<file path="config.mk">
export PLATFORM = sky130hd
export DESIGN_NAME = alu_control_sequencer
export DESIGN_NICKNAME = d
export VERILOG_FILES = /design/src/rtl/alu_control_sequencer.sv
export SDC_FILE = /design/constraint.sdc
export NUM_CORES = 1
export LEC_CHECK = 0
export BUFFER_PORTS_ARGS = -buffer_cell sky130_fd_sc_hd__buf_2
export CAP_MARGIN = 10
export CORE_MARGIN = 8
export CORE_UTILIZATION = 44
export DETAILED_ROUTE_END_ITERATION = 10
export MAX_ROUTING_LAYER = met4
export PLACE_DENSITY_LB_ADDON = 0.05
export SLEW_MARGIN = 20
export SYNTH_ARGS = -nofsm -noshare
export SYNTH_HDL_FRONTEND = slang
export SYNTH_SLANG_ARGS = --single-unit
</file>
<file path="constraint.sdc">
create_clock -name i_CLOCK -period 2.4 [get_ports i_CLOCK]
set_input_delay 0.72 -clock i_CLOCK [delete_from_list [all_inputs] [get_ports i_CLOCK]]
set_output_delay 0.72 -clock i_CLOCK [all_outputs]
set_load 0.03 [all_outputs]
</file>
<file path="src/rtl/alu_control_sequencer.sv">
// ============================================================================
// Module   : alu_control_sequencer
// Brief    : Micro-step sequencer for the 8-bit accumulator machine. Decodes
//            opcode, step and ALU flags into active-low control strobes.
// Revision : 1.0  initial release
// ============================================================================
`default_nettype none

module alu_control_sequencer #(
  parameter int OPCODE_WIDTH = 4,
  parameter int STEP_WIDTH   = 3
) (
  input  logic                    i_CLOCK,
  input  logic                    i_CLEAR,
  input  logic                    i_ENABLE,
  input  logic [OPCODE_WIDTH-1:0] i_OPCODE,
  input  logic                    i_ZERO_FLAG,
  input  logic                    i_CARRY_FLAG,
  output logic                    o_PC_OUT_n,
  output logic                    o_PC_INC,
  output logic                    o_PC_LOAD_n,
  output logic                    o_MAR_IN_n,
  output logic                    o_RAM_OUT_n,
  output logic                    o_RAM_IN_n,
  output logic                    o_IR_IN_n,
  output logic                    o_IR_OUT_n,
  output logic                    o_A_IN_n,
  output logic                    o_A_OUT_n,
  output logic                    o_B_IN_n,
  output logic                    o_ALU_OUT_n,
  output logic                    o_SUB,
  output logic                    o_UPDATE_FLAGS_n,
  output logic                    o_OUT_IN_n,
  output logic                    o_HALTED,
  output logic [STEP_WIDTH-1:0]   o_STEP
);

  localparam logic [OPCODE_WIDTH-1:0] c_OP_LDA = OPCODE_WIDTH'(1);
  localparam logic [OPCODE_WIDTH-1:0] c_OP_ADD = OPCODE_WIDTH'(2);
  localparam logic [OPCODE_WIDTH-1:0] c_OP_SUB = OPCODE_WIDTH'(3);
  localparam logic [OPCODE_WIDTH-1:0] c_OP_STA = OPCODE_WIDTH'(4);
  localparam logic [OPCODE_WIDTH-1:0] c_OP_LDI = OPCODE_WIDTH'(5);
  localparam logic [OPCODE_WIDTH-1:0] c_OP_JMP = OPCODE_WIDTH'(6);
  localparam logic [OPCODE_WIDTH-1:0] c_OP_JC  = OPCODE_WIDTH'(7);
  localparam logic [OPCODE_WIDTH-1:0] c_OP_JZ  = OPCODE_WIDTH'(8);
  localparam logic [OPCODE_WIDTH-1:0] c_OP_OUT = OPCODE_WIDTH'(14);
  localparam logic [OPCODE_WIDTH-1:0] c_OP_HLT = OPCODE_WIDTH'(15);

  localparam logic [STEP_WIDTH-1:0] c_T0 = STEP_WIDTH'(0);
  localparam logic [STEP_WIDTH-1:0] c_T1 = STEP_WIDTH'(1);
  localparam logic [STEP_WIDTH-1:0] c_T2 = STEP_WIDTH'(2);
  localparam logic [STEP_WIDTH-1:0] c_T3 = STEP_WIDTH'(3);
  localparam logic [STEP_WIDTH-1:0] c_T4 = STEP_WIDTH'(4);

  logic [STEP_WIDTH-1:0] r_STEP;
  logic                  r_HALTED;
  logic [STEP_WIDTH-1:0] w_last_step;
  logic                  w_active;

  logic w_pc_out;
  logic w_pc_inc;
  logic w_pc_load;
  logic w_mar_in;
  logic w_ram_out;
  logic w_ram_in;
  logic w_ir_in;
  logic w_ir_out;
  logic w_a_in;
  logic w_a_out;
  logic w_b_in;
  logic w_alu_out;
  logic w_sub;
  logic w_update_flags;
  logic w_out_in;

  // Final micro-step of each instruction; undefined opcodes end at T2 like NOP.
  always_comb begin
    w_last_step = c_T2;
    case (i_OPCODE)
      c_OP_LDA, c_OP_STA: w_last_step = c_T3;
      c_OP_ADD, c_OP_SUB: w_last_step = c_T4;
      default:            w_last_step = c_T2;
    endcase
  end

  always_ff @(posedge i_CLOCK or posedge i_CLEAR) begin
    if (i_CLEAR) begin
      r_STEP   <= c_T0;
      r_HALTED <= 1'b0;
    end else if (i_ENABLE && !r_HALTED) begin
      if (r_STEP == c_T2 && i_OPCODE == c_OP_HLT) begin
        r_HALTED <= 1'b1;
      end else if (r_STEP >= w_last_step) begin
        // Also catches the unreachable codes 5..7.
        r_STEP <= c_T0;
      end else begin
        r_STEP <= r_STEP + STEP_WIDTH'(1);
      end
    end
  end

  always_comb begin
    w_pc_out       = 1'b0;
    w_pc_inc       = 1'b0;
    w_pc_load      = 1'b0;
    w_mar_in       = 1'b0;
    w_ram_out      = 1'b0;
    w_ram_in       = 1'b0;
    w_ir_in        = 1'b0;
    w_ir_out       = 1'b0;
    w_a_in         = 1'b0;
    w_a_out        = 1'b0;
    w_b_in         = 1'b0;
    w_alu_out      = 1'b0;
    w_sub          = 1'b0;
    w_update_flags = 1'b0;
    w_out_in       = 1'b0;
    case (r_STEP)
      c_T0: begin
        w_pc_out = 1'b1;
        w_mar_in = 1'b1;
      end
      c_T1: begin
        w_ram_out = 1'b1;
        w_ir_in   = 1'b1;
        w_pc_inc  = 1'b1;
      end
      c_T2: begin
        case (i_OPCODE)
          c_OP_LDA, c_OP_ADD, c_OP_SUB, c_OP_STA: begin
            w_ir_out = 1'b1;
            w_mar_in = 1'b1;
          end
          c_OP_LDI: begin
            w_ir_out = 1'b1;
            w_a_in   = 1'b1;
          end
          c_OP_JMP: begin
            w_ir_out  = 1'b1;
            w_pc_load = 1'b1;
          end
          c_OP_JC: begin
            w_ir_out  = 1'b1;
            w_pc_load = i_CARRY_FLAG;
          end
          c_OP_JZ: begin
            w_ir_out  = 1'b1;
            w_pc_load = i_ZERO_FLAG;
          end
          c_OP_OUT: begin
            w_a_out  = 1'b1;
            w_out_in = 1'b1;
          end
          default: ;
        endcase
      end
      c_T3: begin
        case (i_OPCODE)
          c_OP_LDA: begin
            w_ram_out = 1'b1;
            w_a_in    = 1'b1;
          end
          c_OP_ADD, c_OP_SUB: begin
            // Subtract select is raised a step early so the ALU output is settled in T4.
            w_ram_out = 1'b1;
            w_b_in    = 1'b1;
            w_sub     = (i_OPCODE == c_OP_SUB);
          end
          c_OP_STA: begin
            w_a_out  = 1'b1;
            w_ram_in = 1'b1;
          end
          default: ;
        endcase
      end
      c_T4: begin
        if (i_OPCODE == c_OP_ADD || i_OPCODE == c_OP_SUB) begin
          w_alu_out      = 1'b1;
          w_a_in         = 1'b1;
          w_update_flags = 1'b1;
          w_sub          = (i_OPCODE == c_OP_SUB);
        end
      end
      default: ;
    endcase
  end

  assign w_active = !i_CLEAR && i_ENABLE && !r_HALTED;

  assign o_PC_OUT_n       = ~(w_active & w_pc_out);
  assign o_PC_INC         =   w_active & w_pc_inc;
  assign o_PC_LOAD_n      = ~(w_active & w_pc_load);
  assign o_MAR_IN_n       = ~(w_active & w_mar_in);
  assign o_RAM_OUT_n      = ~(w_active & w_ram_out);
  assign o_RAM_IN_n       = ~(w_active & w_ram_in);
  assign o_IR_IN_n        = ~(w_active & w_ir_in);
  assign o_IR_OUT_n       = ~(w_active & w_ir_out);
  assign o_A_IN_n         = ~(w_active & w_a_in);
  assign o_A_OUT_n        = ~(w_active & w_a_out);
  assign o_B_IN_n         = ~(w_active & w_b_in);
  assign o_ALU_OUT_n      = ~(w_active & w_alu_out);
  assign o_SUB            =   w_active & w_sub;
  assign o_UPDATE_FLAGS_n = ~(w_active & w_update_flags);
  assign o_OUT_IN_n       = ~(w_active & w_out_in);
  assign o_HALTED         = r_HALTED;
  assign o_STEP           = r_STEP;

endmodule

`default_nettype wire

</file>
### After elaboration in Yosys (flattened, before gate mapping)

Index checks and enable logic that the tools add are counted.

* flip-flop bits (word level): 4
* output and inout bits: 19

* add/sub/neg operators: 1
* order comparisons: 1
* equality and inequality tests: 14
* multiplexer cells: 27
* bitwise gates (word level): 26
* reduce and logical (&&, ||, !) cells: 15

Operators by type and width (number)
* 1-bit two-way mux: 19
* 4-bit by 3-bit == test with 1-bit output, second input constant: 4
* 1-bit AND: 13
* 1-bit inverter: 13
* 4-bit == test, second input constant: 3
* 4-bit by 2-bit == test with 1-bit output, second input constant: 2
* 1-bit case mux with 2 select lines: 4
* 8-bit OR reduction: 1
* 3-bit by 2-bit == test with 1-bit output, second input constant: 2
* 1-bit case mux with 3 select lines: 2
* 3-bit case mux with 2 select lines: 1
* 4-bit by 1-bit == test with 1-bit output, second input constant: 1
* 1-bit logical AND: 4
* 2-bit AND reduction: 2
* 2-bit OR reduction: 2
* 4-bit OR reduction: 1
* 3-bit by 1-bit adder with 3-bit output, second input constant: 1
* 3-bit by 1-bit == test with 1-bit output, second input constant: 1
* 3-bit == test, second input constant: 1
* 3-bit greater-or-equal comparator: 1
* 3-bit zero test: 1
* 3-bit two-way mux: 1
* 3-bit OR reduction: 1
* 1-bit zero test: 2
* 1-bit logical OR: 1

### Depth between registers and ports, before layout

Gate-level depths: netlist of the first run.

* depth after elaboration: 6
* gate-level depth with buffers: 7
* mapped depth without buffers: 6

### Worst setup path before layout of the first run

Ideal clock, no wire load.

* kind: flip-flop to output port
* start: register r_STEP[2], in the netlist o_STEP[2]
* end: output port o_RAM_OUT_n
* arrival time: 1.970 ns
* data required time: 1.680 ns
* setup slack: -0.290 ns
* cell stages (with the launch flop): 6
* buffers on the path: 0
* cells stage by stage: dfrtp_1 -> inv_1 -> ha_1 -> nor2b_1 -> nor3b_1 -> o21ai_0

* cells in the longest elaborated chain, start to end: 4

RTL lines
* from (decl): line 55 `logic [STEP_WIDTH-1:0] r_STEP;`
* from (signal assigned): line 88 `r_STEP <= c_T0;`
* from (signal assigned): line 95 `r_STEP <= c_T0;`
* from (signal assigned): line 97 `r_STEP <= r_STEP + STEP_WIDTH'(1);`
* 3-bit by 2-bit == test with 1-bit output or 3-bit by 1-bit == test with 1-bit output (tied branches): line 118 `case (r_STEP)`
* 1-bit case mux with 2 select lines *: line 118
* 1-bit AND *: line 194 `assign o_RAM_OUT_n = ~(w_active & w_ram_out);`
* 1-bit inverter *: line 194
* to (decl): line 23 `output logic o_RAM_OUT_n,`

Every way passes the cells marked *; elsewhere a longest branch is shown, timed or not.

### Worst setup path in the final report of the first run

* start: input port i_CLEAR
* end: output port o_A_IN_n

* cells in the longest elaborated chain, start to end: 5

RTL lines
* from (decl): line 14 `input logic i_CLEAR,`
* 1-bit zero test: line 188 `assign w_active = !i_CLEAR && i_ENABLE && !r_HALTED;`
* 1-bit logical AND (2 in series): line 188
* 1-bit AND: line 198 `assign o_A_IN_n = ~(w_active & w_a_in);`
* 1-bit inverter: line 198
* to (decl): line 27 `output logic o_A_IN_n,`

No other way between the ends.

==> results.toml, run 1 <==
[sta]
slew_headroom = 0.802
period_minus_slack_ns = 2.45
finalClockSkew_ns = 0.00742
setup_ws_ns = -0.0495
hold_viol_final = 0
fmax_mhz = 408
grt_setup_unrepaired = "yes"
worst_slew_pin_slew_ns = 0.296
post-route-period-util = 1.02
slew_viol_final = 0
setup_violations = 4

[synthesis]
synth_seq_cells = 4
yosysSeqAreaShare = 0.146
syn_area_um2 = 687
async_reset_ff_frac = 1.00
yosysWarnings = 0
ys.flop_type = "dfrtp_1"
synth_enable_flop_cells = 0
syn_inst = 82
avgSynthCellArea_um2 = 8.38
synth.distinct_cells = 37
syn-num-nets = 99

[final_layout]
final_util = 0.719
nNetsFinal = 144
fill_cells = 117
area_growth_pct = 55.9
n_antenna_cell = 0
final_area_um2 = 1070
final_cells = 142
drive_gt1_frac = 0.587

[power_and_ir_drop]
p_int_uw = 404
p_switching_uw = 378
powerDensity_nw_per_um2 = 730
finalPower_uw = 782
p_comb_frac = 0.716
netSwitchingFraction = 0.483
power_frac_seq = 0.172
p_leak_nw = 0.477
vdd_drop_max_mv = 0.564
pwr-share-clk = 0.112

[floorplan]
ioPinCount = 28
chipHeight_um = 55.5
fp-row-count = 14
initial_utilization = 0.461
die_w_um = 55.5
die-area_um2 = 3080
coreArea_um2 = 1490

[worst_setup_path]
ff2ff_path_depth = 6
rr_endpoint = "o_STEP[2]$_DFFE_PP0P_"
path_cells = "buf_8 > or3b_4 > nor2_2 > o22ai_1 > buf_4"
slowest_stage = "or3b_4"
critPathMaxFanout = 4
crit_type = "input pin to output port"
crit_start = "i_CLEAR"
critPathRequiredTime_ns = 1.68
cp-end-kind = "output port"
max_stage_delay_ns = 0.41
reg2reg_setup_slack_ns = 0.78
arrival_ns = 1.73
r2r_start = "o_STEP[1]$_DFFE_PP0P_"
cp-start-kind = "input pin"

[grt]
grt_pass1_vias = 778
grt_max_degree = 10
gr-total-overflow = 0
grt_antenna_before_repair = 0
grt_usage = 0.129
grt_pass1_wl_mm = 3.39

[placement]
hpwlAfterDp_mm = 1.56
io_buffers = 27
dp_cells = 132
place_congestion = 0.807
dpl_cell_area_um2 = 938
dp_slack_ns = -0.0990

[drt]
finalWirelength_mm = 1.93
dr.pass1.iters = 2
vias_per_cell = 5.18
drc_errors = 0
drt_iter0_markers = 4
routed-via-count = 735
wl_per_cell_um = 13.6
ant_nets = 0

[clock_network]
root_buffer = "clkbuf_4"
clkSinkCount = 4
cts_buffer_depth = 2
cts_buffers = 3
htree_levels = 1
clk_pin_slew_ns = 0.04
ctsHoldBuffers = 0
clk_latency_ns = 0.23
cts_tree = "built"

[status]
outcome = "finished with violations"
violations = "negative setup slack"

[hold_path]
hold_path.class = "input pin to asynchronous set/reset pin"

[job]
drv_cap = 0
[power groups by stage]
| stage | Combinational (mW) | Clock, mW | Sequential [mW] |
|---|---|---|---|
| final | 0.560 | 0.0872 | 0.135 |
| after global routing | 0.614 | 0.0930 | 0.139 |
| after CTS | 0.559 | 0.0903 | 0.135 |
| after detailed placement | 0.489 | 0 | 0.138 |
| after global placement | 0.482 | 0 | 0.135 |
| after floorplan | 0.293 | 0 | 0.191 |
[layout make-up]
| type | count | area (um2) | share of cell area |
|---|---|---|---|
| clock buffers | 4 | 26.3 | 0.0245 |
| flip-flops and latches | 4 | 104 | 0.0970 |
| inverters | 9 | 33.8 | 0.0315 |
| repair buffers | 45 | 304 | 0.284 |
| well taps | 16 | 20.0 | 0.0187 |
| multi-input cells | 64 | 583 | 0.544 |
[worst max-delay path by stage]
| stage | depth (start not counted) | slack (ns) | endpoint |
|---|---|---|---|
| after floorplan | 6 | 0.007 | o_UPDATE_FLAGS_n |
| after global placement | 5 | -0.07 | o_A_OUT_n |
| after detailed placement | 5 | -0.1 | o_A_OUT_n |
| after CTS | 6 | -0.05 | o_A_OUT_n |
| after global routing | 5 | -0.09 | o_A_OUT_n |
| final | 5 | -0.05 | o_A_IN_n |
[state kept, by name (all words and copies together) (netlist names)]
| signal | flops |
|---|---|
| o_STEP | 3 |
| o_HALTED | 1 |
[cell usage after synthesis (2+ instances only)]
library cell  count  share of area
o211ai_1          3          0.033
mux2i_1           2          0.029
dfrtp_1           4           0.15
o21ai_0           2          0.015
xnor2_1           2          0.026
nor2_1            3          0.016
nand2_1           7          0.038
and3_1            3          0.027
ha_1              8           0.15
nand3_1           3          0.022
inv_1             9          0.049
nor3_1            4          0.029
nor2b_1           4          0.036
buf_4             4          0.044
nor3b_1           2          0.022
[logic make-up after synthesis]
kind of cell / count (synthesis) / share of synthesized area
adders and majority gates: 8 / 0.146
buffers and inverters: 14 / 0.109
muxes: 2 / 0.0291
xor gates and xnor gates: 2 / 0.0255
DFF: 4 / 0.146
AOI/OAI and AO/OA: 15 / 0.188
and+or+nand+nor: 37 / 0.357
[through the flow]
stage               TNS (ns)  hold slack, ns
floorplan                  0           0.486
global placement      -0.166           0.514
detailed placement    -0.239           0.530
CTS                  -0.0937           0.357
global route          -0.429           0.503
finish                -0.117           0.475
[critical path: cells and delay by family]
kind | cells | cell delay (ns)
AO/OA/AOI/OAI | 1 | 0.12
buffers and inverters | 2 | 0.28
AND/OR/NAND/NOR | 2 | 0.60
[routing by layer]
| metal | wire length (um) | GRT usage | up-vias |
|---|---|---|---|
| met2 | 1060 | 0.245 | 12 |
| met3 | 94 | 0.0274 | 2 |
| met4 | 10 | 0.0211 | 0 |
| met1 | 770 | 0.134 | 346 |
| li1 | - | - | 375 |
| met5 | 0 | - | - |
[what timing repair did]
item / 4_1_cts / 5_1_grt
resized for setup: 12 / 5
gates cloned: 0 / 0
pin swaps: 6 / 2
setup buffers: 5 / 1
endpoints found under the hold margin: 0 / 0
endpoints found under the setup margin: 6 / 10
[layout by cell type (no fill, tap or decap), drive strengths merged]
cell	netlist	final
inv	9	9
o41ai	1	1
nor2b	4	4
a21o	1	1
nand3b	1	1
nor3	5	5
o22ai	1	1
or3b	1	1
nor3b	3	3
dfrtp	4	4
clkbuf	0	4
a2111oi	1	1
nand2	7	7
nand2b	3	3
o211ai	3	3
buf	5	45
nor4	1	1
nand3	3	3
a21boi	1	1
a21oi	2	2
and3	3	3
a41oi	1	1
nor2	4	4
o21a	1	1
o21ai	3	3
or2b	1	1
ha	8	8
and4	1	1
xnor2	2	2
mux2i	2	2
Power figures use the tool's default switching activity.
==> run 2, diff against run 1 <==
--- a/config.mk
+++ b/config.mk
@@ -9,6 +9,7 @@
 export CAP_MARGIN = 10
 export CORE_MARGIN = 8
 export CORE_UTILIZATION = 44
+export CTS_BUF_LIST = sky130_fd_sc_hd__clkbuf_8
 export DETAILED_ROUTE_END_ITERATION = 10
 export MAX_ROUTING_LAYER = met4
 export PLACE_DENSITY_LB_ADDON = 0.05
==> results.toml, run 2 (synthesized netlist as in run 1, its figures left out) <==
[final_layout]
nNetsFinal = 142
final_cell_mix = "buf_2, buf_4, inv_1, nand2_1, ha_1"
largest_register_ffs = 3
n_antenna_cell = 0
area_growth_pct = 57.6
final_util = 0.727
drive_gt1_frac = 0.565
final_common_cell = "buf_2"

[placement]
io_buffers = 27
place_congestion = 0.807
hpwlAfterDp_mm = 1.56

[drt]
vias_per_cell = 5.16
finalWirelength_mm = 1.96
routed-via-count = 722
drc_errors = 0
ant_nets = 0
drt_iter0_markers = 1
dr.pass1.iters = 2
wl_per_cell_um = 14.0

[power_and_ir_drop]
p_leak_nw = 0.478
powerDensity_nw_per_um2 = 772
p_switching_uw = 392
netSwitchingFraction = 0.469
finalPower_uw = 836
p_int_uw = 444
pwr-share-clk = 0.169
p_comb_frac = 0.664
vdd_drop_max_mv = 0.701
power_frac_seq = 0.167

[worst_setup_path]
critPathRequiredTime_ns = 1.68
crit_type = "input pin to output port"
cp-start-kind = "input pin"
path_cells = "buf_8 > or3b_4 > nor4_4 > o211ai_1 > buf_4"
cp-end-kind = "output port"
arrival_ns = 1.73
max_stage_delay_ns = 0.42
critPathMaxFanout = 4
path_delay_family = "simple AND/OR/NAND/NOR gates"
slowest_stage = "or3b_4"
cp_num_buf_inv = 2

[floorplan]
die-area_um2 = 3080
initial_utilization = 0.461
chipHeight_um = 55.5
coreArea_um2 = 1490
die_w_um = 55.5
ioPinCount = 28
fp-row-count = 14

[sta]
worst_slew_pin_slew_ns = 0.270
slew_headroom = 0.818
finalClockSkew_ns = 0.00518
setup_violations = 2
fin_tns_setup_ns = -0.0639
holdWs_ns = 0.379
post-route-period-util = 1.02
period_minus_slack_ns = 2.45
hold_viol_final = 0
setup_ws_ns = -0.0524
grt_setup_unrepaired = "yes"
fmax_mhz = 408
slew_viol_final = 0

[clock_network]
clk_pin_slew_ns = 0.03
cts_tree = "built"
cts_buffer_depth = 2
clkSinkCount = 4
htree_levels = 1
root_buffer = "clkbuf_8"
ctsHoldBuffers = 0
cts_buffers = 3
clk_latency_ns = 0.21

[job]
drv_cap = 0

[grt]
gr-total-overflow = 0
grt_max_degree = 10
grt_pass1_vias = 788
grt_usage = 0.131
grt_antenna_before_repair = 0
grt_pass1_wl_mm = 3.41

[hold_path]
hold_path.class = "input pin to asynchronous set/reset pin"

[status]
violations = "negative setup slack"
outcome = "finished with violations"
[run 2: layer usage]
| layer | routed length (um) | share of wire | GRT usage | vias to the layer above |
|---|---|---|---|---|
| met2 | 1080 | 0.55 | 0.247 | 12 |
| met1 | 782 | 0.40 | 0.134 | 337 |
| li1 | - | - | - | 371 |
| met3 | 92 | 0.047 | 0.0274 | 2 |
| met4 | 6 | 0.0031 | 0.0317 | 0 |
| met5 | 0 | 0 | - | - |
[run 2: timing repair]
| action | 4_1_cts | 5_1_grt |
|---|---|---|
| setup endpoints to repair | 6 | 11 |
| pin swaps | 2 | 1 |
| cloned | 0 | 0 |
| resized for setup | 9 | 8 |
| buffers inserted | 3 | 1 |
[run 2: layout make-up]
class | instances | area (um2)
Clock inverter | 1 | 3.75
Inverter | 9 | 33.8
Tap cell | 16 | 20.0
Fill cell | 116 | 407
Sequential cell | 4 | 104
Clock buffer | 3 | 41.3
Multi-Input combinational cell | 64 | 591
Timing Repair Buffer | 43 | 289
[run 2: final timing paths]
check,slack [ns],depth (start not counted),to,startpoint
max in group asynchronous,1.86,2,o_STEP[1]$_DFFE_PP0P_,i_CLEAR
hold / removal,0.38,2,o_STEP[2]$_DFFE_PP0P_,i_CLEAR
setup reg to reg,0.80,5,o_STEP[2]$_DFFE_PP0P_,o_STEP[2]$_DFFE_PP0P_
setup / recovery,-0.05,5,o_A_OUT_n,i_CLEAR
hold reg to reg,0.56,1,o_HALTED$_DFFE_PP0P_,o_HALTED$_DFFE_PP0P_
min in group i_CLOCK,0.56,1,o_HALTED$_DFFE_PP0P_,o_HALTED$_DFFE_PP0P_
[run 2: power by group through the flow]
stage | logic, mW | registers, mW | clock network (mW)
6_report | 0.555 | 0.139 | 0.141
5_1_grt | 0.610 | 0.143 | 0.148
4_1_cts | 0.527 | 0.137 | 0.145
3_5_place_dp | 0.489 | 0.138 | 0
3_3_place_gp | 0.482 | 0.135 | 0
2_1_floorplan | 0.293 | 0.191 | 0
[run 2: through the flow]
| stage | instance area (um2) | cells | worst slack (ns) |
|---|---|---|---|
| floorplan | 738 | 82 | 0.00695 |
| global placement | 938 | 132 | -0.0723 |
| detailed placement | 938 | 132 | -0.0990 |
| CTS | 1030 | 139 | -0.0640 |
| global route | 1080 | 140 | -0.0999 |
| finish | 1080 | 140 | -0.0524 |
==> run 3, diff against run 2 <==
--- a/config.mk
+++ b/config.mk
@@ -11,6 +11,7 @@
 export CORE_UTILIZATION = 44
 export CTS_BUF_LIST = sky130_fd_sc_hd__clkbuf_8
 export DETAILED_ROUTE_END_ITERATION = 10
+export GPL_TIMING_DRIVEN = 1
 export MAX_ROUTING_LAYER = met4
 export PLACE_DENSITY_LB_ADDON = 0.05
 export SLEW_MARGIN = 20
==> constraint.sdc (replaced) <==
create_clock -name i_CLOCK -period 2.05 [get_ports i_CLOCK]
set_input_delay 0.615 -clock i_CLOCK [delete_from_list [all_inputs] [get_ports i_CLOCK]]
set_output_delay 0.615 -clock i_CLOCK [all_outputs]
set_load 0.03 [all_outputs]
==> results.toml, run 3 (synthesized netlist as in run 1, its figures left out) <==
[status]
outcome = "finished with violations"
violations = "negative setup slack"

[placement]
hpwlAfterDp_mm = 1.64
dp_cells = 143
place_congestion = 0.749
io_buffers = 27
dpl_cell_area_um2 = 1040

[worst_setup_path]
max_stage_delay_ns = 0.43
critPathRequiredTime_ns = 1.43
critPathMaxFanout = 4
crit_type = "flop to output port"
arrival_ns = 1.71
path_cells = "buf_4 > ha_4 > buf_4 > nand2b_4 > buf_6 > nor2_4 > o22ai_2 > buf_6"
cp-start-kind = "flop"
slowest_stage = "dfrtp_2"
cp-end-kind = "output port"

[clock_network]
clk_pin_slew_ns = 0.04
cts_buffer_depth = 2
htree_levels = 1
ctsHoldBuffers = 0
clk_latency_ns = 0.23
root_buffer = "clkbuf_8"
cts_tree = "built"
cts_buffers = 3
clkSinkCount = 4

[grt]
grt_usage = 0.162
gr-total-overflow = 0
grt_antenna_before_repair = 0
grt_pass1_vias = 887
grt_pass1_wl_mm = 4.14
grt_max_degree = 10

[sta]
holdWs_ns = 0.267
period_minus_slack_ns = 2.33
setup_ws_ns = -0.278
slew_viol_final = 0
finalClockSkew_ns = 0.00782
setup_violations = 13
post-route-period-util = 1.14
worst_slew_pin_slew_ns = 0.333
slew_headroom = 0.775
hold_viol_final = 0
grt_setup_unrepaired = "yes"
fmax_mhz = 430

[drt]
drt_iter0_markers = 7
routed-via-count = 886
dr.pass1.iters = 4
vias_per_cell = 5.64
wl_per_cell_um = 19.5
finalWirelength_mm = 3.06
drc_errors = 0
ant_nets = 0

[final_layout]
ff_latch_area_um2 = 104
area_growth_pct = 103
largest_register_ffs = 3
final_area_um2 = 1390
drive_gt1_frac = 0.745
multi_input_area_um2 = 692
final_common_cell = "buf_4"
n_antenna_cell = 0
nNetsFinal = 159
fill_cells = 48
final_cell_mix = "buf_4, buf_6, buf_2, inv_1, inv_2"
final_cells = 157

[power_and_ir_drop]
vdd_drop_max_mv = 0.923
finalPower_mw = 1.30
p_leak_nw = 0.633
powerDensity_nw_per_um2 = 933

[job]
drv_cap = 0

[floorplan]
initial_utilization = 0.461
ioPinCount = 28
die-area_um2 = 3080
chipHeight_um = 55.5
fp-row-count = 14
coreArea_um2 = 1490
die_w_um = 55.5

[hold_path]
hold_path.class = "input pin to asynchronous set/reset pin"
-- run 3: cell types whose count changed in the layout (fill, tap and decap cells not counted), sizes merged --
cell,change
buf,+17
-- run 3: where the power goes --
part / internal, mW / switching (mW) / leakage [nW] / total (mW)
Combinational: 0.463 / 0.501 / 0.559 / 0.964
Clock: 0.128 / 0.0463 / 0.0269 / 0.174
Sequential: 0.115 / 0.0469 / 0.0474 / 0.162
Total: 0.707 / 0.594 / 0.633 / 1.30
-- run 3: area by class of cell --
type | instances | area share
multi-input combinational | 64 | 0.496
inverter | 9 | 0.0242
clock buffer | 3 | 0.0296
timing repair buffer | 60 | 0.358
tap | 16 | 0.0144
sequential | 4 | 0.0745
clock inverter | 1 | 0.00269
-- run 3: metrics by stage --
stage / worst slack (ns) / TNS [ns] / utilization
floorplan: -0.209 / -0.703 / -
global placement: -0.235 / -1.79 / 0.699
detailed placement: -0.249 / -2.11 / 0.699
CTS: -0.230 / -1.90 / 0.875
global route: -0.299 / -2.64 / 0.936
finish: -0.278 / -2.12 / 0.936
-- run 3: layer usage --
layer / part of all wire / GRT usage
met1: 0.35 / 0.160
met2: 0.56 / 0.316
met3: 0.040 / 0.0228
met4: 0.048 / 0.0458
met5: 0 / -
-- run 3: critical path, delay by kind of cell (launching register included) --
family / cells / cell delay, ns
buf+inv: 4 / 0.56
compound gates: 1 / 0.19
simple gates: 2 / 0.13
flops: 1 / 0.43
fa+ha+maj: 1 / 0.16
-- run 3: final timing paths --
kind,startpoint,cells past startpoint,slack [ns],end
min in group i_CLOCK,o_HALTED$_DFFE_PP0P_,1,0.57,o_HALTED$_DFFE_PP0P_
max reg2reg,o_STEP[0]$_DFFE_PP0P_,7,0.29,o_STEP[2]$_DFFE_PP0P_
min,i_CLEAR,2,0.27,o_STEP[1]$_DFFE_PP0P_
max in group asynchronous,i_CLEAR,2,1.61,o_STEP[2]$_DFFE_PP0P_
min reg2reg,o_HALTED$_DFFE_PP0P_,1,0.57,o_HALTED$_DFFE_PP0P_
max,o_STEP[1]$_DFFE_PP0P_,8,-0.28,o_A_IN_n
-- run 3: timing repair --
action                     CTS  global route
pin swaps                    7            13
setup buffers                7             3
gates resized for setup     42            17
gates cloned                 0             0
setup endpoints to repair   14            16
